$ cat config.mk
export PLATFORM = sky130hd
export DESIGN_NAME = hs_cache_reg_initiator
export DESIGN_NICKNAME = d
export VERILOG_FILES = /design/src/rtl/hs_cache_reg_initiator.sv
export SDC_FILE = /design/constraint.sdc
export NUM_CORES = 1
export LEC_CHECK = 0
export ABC_CLOCK_PERIOD_IN_PS = 1650
export CORE_MARGIN = 2
export CORE_UTILIZATION = 43
export DETAILED_ROUTE_END_ITERATION = 10
export GPL_TIMING_DRIVEN = 0
export PLACE_DENSITY = 0.79
export SYNTH_ARGS = -nofsm -noshare
export SYNTH_HDL_FRONTEND = slang
export SYNTH_SLANG_ARGS = --single-unit
$ cat constraint.sdc
create_clock -name clk -period 1.65 [get_ports clk]
set_input_delay 0.33 -clock clk [delete_from_list [all_inputs] [get_ports clk]]
set_output_delay 0.33 -clock clk [all_outputs]
set_load 0.02 [all_outputs]
$ cat src/rtl/hs_cache_reg_initiator.sv
// hs_cache_reg_initiator: clocked four-phase (return-to-zero) req/ack initiator.
// It reads one word from the asynchronous cache responder and then writes that
// word into the register file with a one-cycle pulse.
// Optional build macro HS_STATS_EN adds the xfer_count / err_count outputs.
module hs_cache_reg_initiator #(
  parameter int unsigned N            = 32,
  parameter int unsigned address_size = 12,
  parameter int unsigned TIMEOUT      = 255,
  parameter int unsigned SYNC_STAGES  = 2
) (
  input  logic                    clk,
  input  logic                    rst_n,
  input  logic                    cmd_valid,
  output logic                    cmd_ready,
  input  logic [address_size-1:0] cmd_cache_ra,
  input  logic [3:0]              cmd_reg_wa,
  output logic                    req,
  input  logic                    ack,
  output logic                    cache_re,
  output logic [address_size-1:0] cache_ra,
  input  logic [N-1:0]            rd_data,
  output logic                    reg_we,
  output logic [3:0]              reg_wa,
  output logic [N-1:0]            reg_wdata,
  output logic                    done,
  output logic                    err
`ifdef HS_STATS_EN
  ,
  output logic [15:0]             xfer_count,
  output logic [7:0]              err_count
`endif
);

  typedef enum logic [2:0] {
    IDLE,
    REQ_HI,
    REQ_LO,
    WRITE,
    ABORT,
    DRAIN
  } state_t;

  localparam logic [7:0] TIMEOUT_CNT = 8'(TIMEOUT);

  state_t                 state;
  logic [SYNC_STAGES-1:0] ack_sync;
  logic                   ack_s;
  logic [7:0]             to_cnt;

  // Synchronise the asynchronous ack; every decision below uses ack_s only
  always_ff @(posedge clk or negedge rst_n) begin
    if (!rst_n) begin
      ack_sync <= '0;
    end else begin
      ack_sync <= {ack_sync[SYNC_STAGES-2:0], ack};
    end
  end

  assign ack_s = ack_sync[SYNC_STAGES-1];

  // Handshake sequencer; all outputs are registered and change with the state
  always_ff @(posedge clk or negedge rst_n) begin
    if (!rst_n) begin
      state     <= IDLE;
      cmd_ready <= 1'b1;
      req       <= 1'b0;
      cache_re  <= 1'b0;
      cache_ra  <= '0;
      reg_we    <= 1'b0;
      reg_wa    <= '0;
      reg_wdata <= '0;
      done      <= 1'b0;
      err       <= 1'b0;
      to_cnt    <= '0;
    end else begin
      reg_we <= 1'b0;
      done   <= 1'b0;
      err    <= 1'b0;
      case (state)
        IDLE: begin
          if (cmd_valid) begin
            cache_ra  <= cmd_cache_ra;
            reg_wa    <= cmd_reg_wa;
            req       <= 1'b1;
            cache_re  <= 1'b1;
            cmd_ready <= 1'b0;
            to_cnt    <= '0;
            state     <= REQ_HI;
          end
        end
        REQ_HI: begin
          // An ack seen on the deadline cycle still completes the capture
          if (ack_s) begin
            reg_wdata <= rd_data;
            req       <= 1'b0;
            cache_re  <= 1'b0;
            to_cnt    <= '0;
            state     <= REQ_LO;
          end else if (to_cnt == TIMEOUT_CNT) begin
            req       <= 1'b0;
            cache_re  <= 1'b0;
            err       <= 1'b1;
            to_cnt    <= '0;
            state     <= ABORT;
          end else begin
            to_cnt    <= to_cnt + 8'd1;
          end
        end
        REQ_LO: begin
          if (!ack_s) begin
            reg_we    <= 1'b1;
            done      <= 1'b1;
            to_cnt    <= '0;
            state     <= WRITE;
          end else if (to_cnt == TIMEOUT_CNT) begin
            err       <= 1'b1;
            to_cnt    <= '0;
            state     <= ABORT;
          end else begin
            to_cnt    <= to_cnt + 8'd1;
          end
        end
        WRITE: begin
          cmd_ready <= 1'b1;
          state     <= IDLE;
        end
        ABORT: begin
          to_cnt    <= '0;
          state     <= DRAIN;
        end
        DRAIN: begin
          if (!ack_s) begin
            cmd_ready <= 1'b1;
            state     <= IDLE;
          end
        end
        default: begin
          cmd_ready <= 1'b1;
          req       <= 1'b0;
          cache_re  <= 1'b0;
          state     <= IDLE;
        end
      endcase
    end
  end

`ifdef HS_STATS_EN
  // Transfer and error counters, bumped the cycle after each done/err pulse
  always_ff @(posedge clk or negedge rst_n) begin
    if (!rst_n) begin
      xfer_count <= '0;
      err_count  <= '0;
    end else begin
      if (done) begin
        xfer_count <= xfer_count + 16'd1;
      end
      if (err && (err_count != 8'hFF)) begin
        err_count <= err_count + 8'd1;
      end
    end
  end
`endif

endmodule

==> flow_summary.ini <==
[synth]
synth_top_family_by_area = multiplexers
avgSynthCellArea_um2 = 13.57
yosysMostFrequentCell = dfrtp_1
muxShareOfSynthArea = 0.2002
syn_area_mm2 = 0.002700
synth_compound_area_frac = 0.07507
synth_top_area_share = 0.5931
synth_xor_xnor_area_share = 0
ys_warn_count = 0
synthSimpleGateAreaFrac = 0.08943
synthAdderAreaFrac = 0.004634
syn_nets = 252
synth_edf_count = 0
synth_common_cells = dfrtp_1 (64), mux2_2 (47), nand2_1 (13), nor2_1 (7), buf_4 (6)
synthTopCellsByArea = dfrtp_1 (59%), mux2_2 (20%), nand2_1 (1.8%)
synthFlopType = dfrtp_1
netlist-cell-type-count = 41
synth-async-reset-ratio = 1.000
synth_top_area_cell = dfrtp_1
synthCells = 199
synth_seq_cells = 65
yosysSeqAreaShare = 0.6029

[power]
p_total_mw = 8.102
powerDensity_mw_per_mm2 = 1869
leakagePower_nw = 2.122
ir_worst_vdd_v = 0.001114

[cells_and_area]
fin_cells = 406
seqCellArea_mm2 = 0.001629
fin_util = 0.7235
drive_gt1_frac = 0.2840
n_fill_cell = 404
nNetsFinal = 380
syn_to_final_growth_pct = 60.52
n_antenna_cell = 0
multiInputGateArea_mm2 = 0.001087

[min_path]
hold_class = input port to async pin

[die]
start_util = 0.4507
fp-row-count = 28
dieHeight_um = 83.24
die_area_mm2 = 0.006929
die_x_um = 83.24
core_mm2 = 0.005991
io_pins = 106

[sta]
worst_slew_pin_slew_ns = 0.7969
hold_viol_final = 0
timing.final.crit_share = 0.9911
period_minus_slack_ns = 1.635
maxSlewViolCount = 0
fin_setup_tns_ns = 0
finalSetupViolations = 0
timing.fmax_ghz = 0.6115
relSlewSlack = 0.4688
finClkSkew_ns = 0.008122

[route]
wl_per_cell_um = 16.45
vias_per_cell = 5.153
ant_nets = 0
vias = 2092
first_pass_iters = 4
wirelength_um = 6678
drt_iter0_markers = 87
drc = 0

[critical_path]
critPathSlowestCell = clkdlybuf4s50_1
cp_data_required_time_ns = 1.32
crit-reg2reg-launch = state[1]
crit_buf_inv = 1
max_stage_delay_ns = 0.62
cp-end-kind = output pin
path_cells = clkdlybuf4s50_1
crit_fanout = 2
cpLargestDelayFamily = buffers and inverters
cp-startpoint = cache_ra[0]
startpoint_type = register
crit_type = register to output pin
arrival_ns = 1.31

[placement]
dp_cells = 379
port_buffers = 105
gp_congestion = 0.7953
dpl.hpwl_um = 4344

[clock_tree]
cts_tree = done
clock_sinks = 65
cts_buffers = 9
root_buffer = clkbuf_8
clock_latency_ns = 0.33
cts_buffer_depth = 2
htreeDepth = 3
path_clk_slew_ns = 0.07

[grt]
grtUsageTotal = 0.1804
grt_max_degree = 66
antenna_found_initial = 0
grt_pass1_wl_um = 9991
grt_pass1_vias = 2135
gr-total-overflow = 0

[flow_run]
cap_viol_max_count = 0

[run_status]
status = completed
[through the flow]
| stage | hold WS [ns] | instance area (µm²) | setup WS [ns] |
|---|---|---|---|
| floorplan | 0.03441 | 2700 | 0.1303 |
| global placement | 0.3360 | 3845 | -1.911 |
| detailed placement | 0.3448 | 3842 | -0.4751 |
| CTS | 0.1184 | 4064 | -0.005535 |
| global route | 0.1665 | 4334 | -0.01555 |
| finish | 0.09835 | 4334 | 0.01466 |
[kinds of logic (layout without fill, tap and decap cells)]
| group | after synthesis | count (layout) |
|---|---|---|
| AO/OA/AOI/OAI | 29 | 29 |
| buffers and inverters | 13 | 145 |
| multiplexers | 48 | 48 |
| adder cells (fa/ha/maj) | 1 | 1 |
| AND/OR/NAND/NOR | 43 | 43 |
| flip-flops | 65 | 65 |
[per-layer routing]
layer,part of all wire,global-route usage,up-vias
li1,-,-,966
met1,0.40,0.2230,1030
met2,0.50,0.2771,81
met3,0.087,0.07157,15
met4,0.021,0.08495,0
met5,0,0,-
[power breakdown]
part | internal (mW) | switching, mW | total [mW]
Clock | 0.883 | 0.570 | 1.45
Sequential | 2.28 | 0.375 | 2.66
Combinational | 2.16 | 1.83 | 3.99
[cell usage in the layout (no fill, tap or decap), types with 3 or more instances in the layout]
master,instances
o211ai_1,3
dlygate4sd2_1,10
nand2_1,12
nor2_1,7
nand3_1,4
clkdlybuf4s50_1,67
a21o_1,4
buf_2,3
clkbuf_8,10
buf_6,6
clkbuf_1,3
a21oi_1,4
dfrtp_1,63
inv_1,3
buf_4,10
or3_1,4
o21ai_0,5
dlymetal6s2s_1,27
mux2_4,19
mux2_2,28
[final cells by class]
cell class	count	area share
Tap cell	75	0.02165
Timing Repair Buffer	117	0.2815
Clock inverter	3	0.01501
Inverter	3	0.002598
Sequential cell	65	0.3759
Multi-Input combinational cell	121	0.2509
Clock buffer	12	0.03349
Buffer	10	0.01905
[worst paths after layout]
path                                      to  slack [ns]  depth (start not counted)
worst min register to register   ack_sync[1]        0.36                          0
max in group asynchronous           state[2]        0.99                          1
worst max register to register  reg_wdata[5]        0.02                          6
worst max-delay path             cache_ra[0]        0.01                          1
min in group clk                 ack_sync[1]        0.36                          0
worst min-delay path            reg_wdata[1]         0.1                          1
[timing repair]
action / in CTS / in global routing
setup endpoints to repair: 50 / 75
hold buffers: 0 / 0
hold endpoints to repair: 0 / 0
gates cloned: 0 / 3
buffers inserted: 1 / 8
gates resized for setup: 14 / 58
pin swaps: 1 / 2
[registers in the layout (all words and copies together) (netlist names)]
name,flops
done,1
cache_ra,12
state,3
to_cnt,8
reg_wdata,32
err,1
cmd_ready,1
ack_sync,2
reg_wa,4
cache_re,1
No activity file was read; power rests on OpenSTA's default activity.
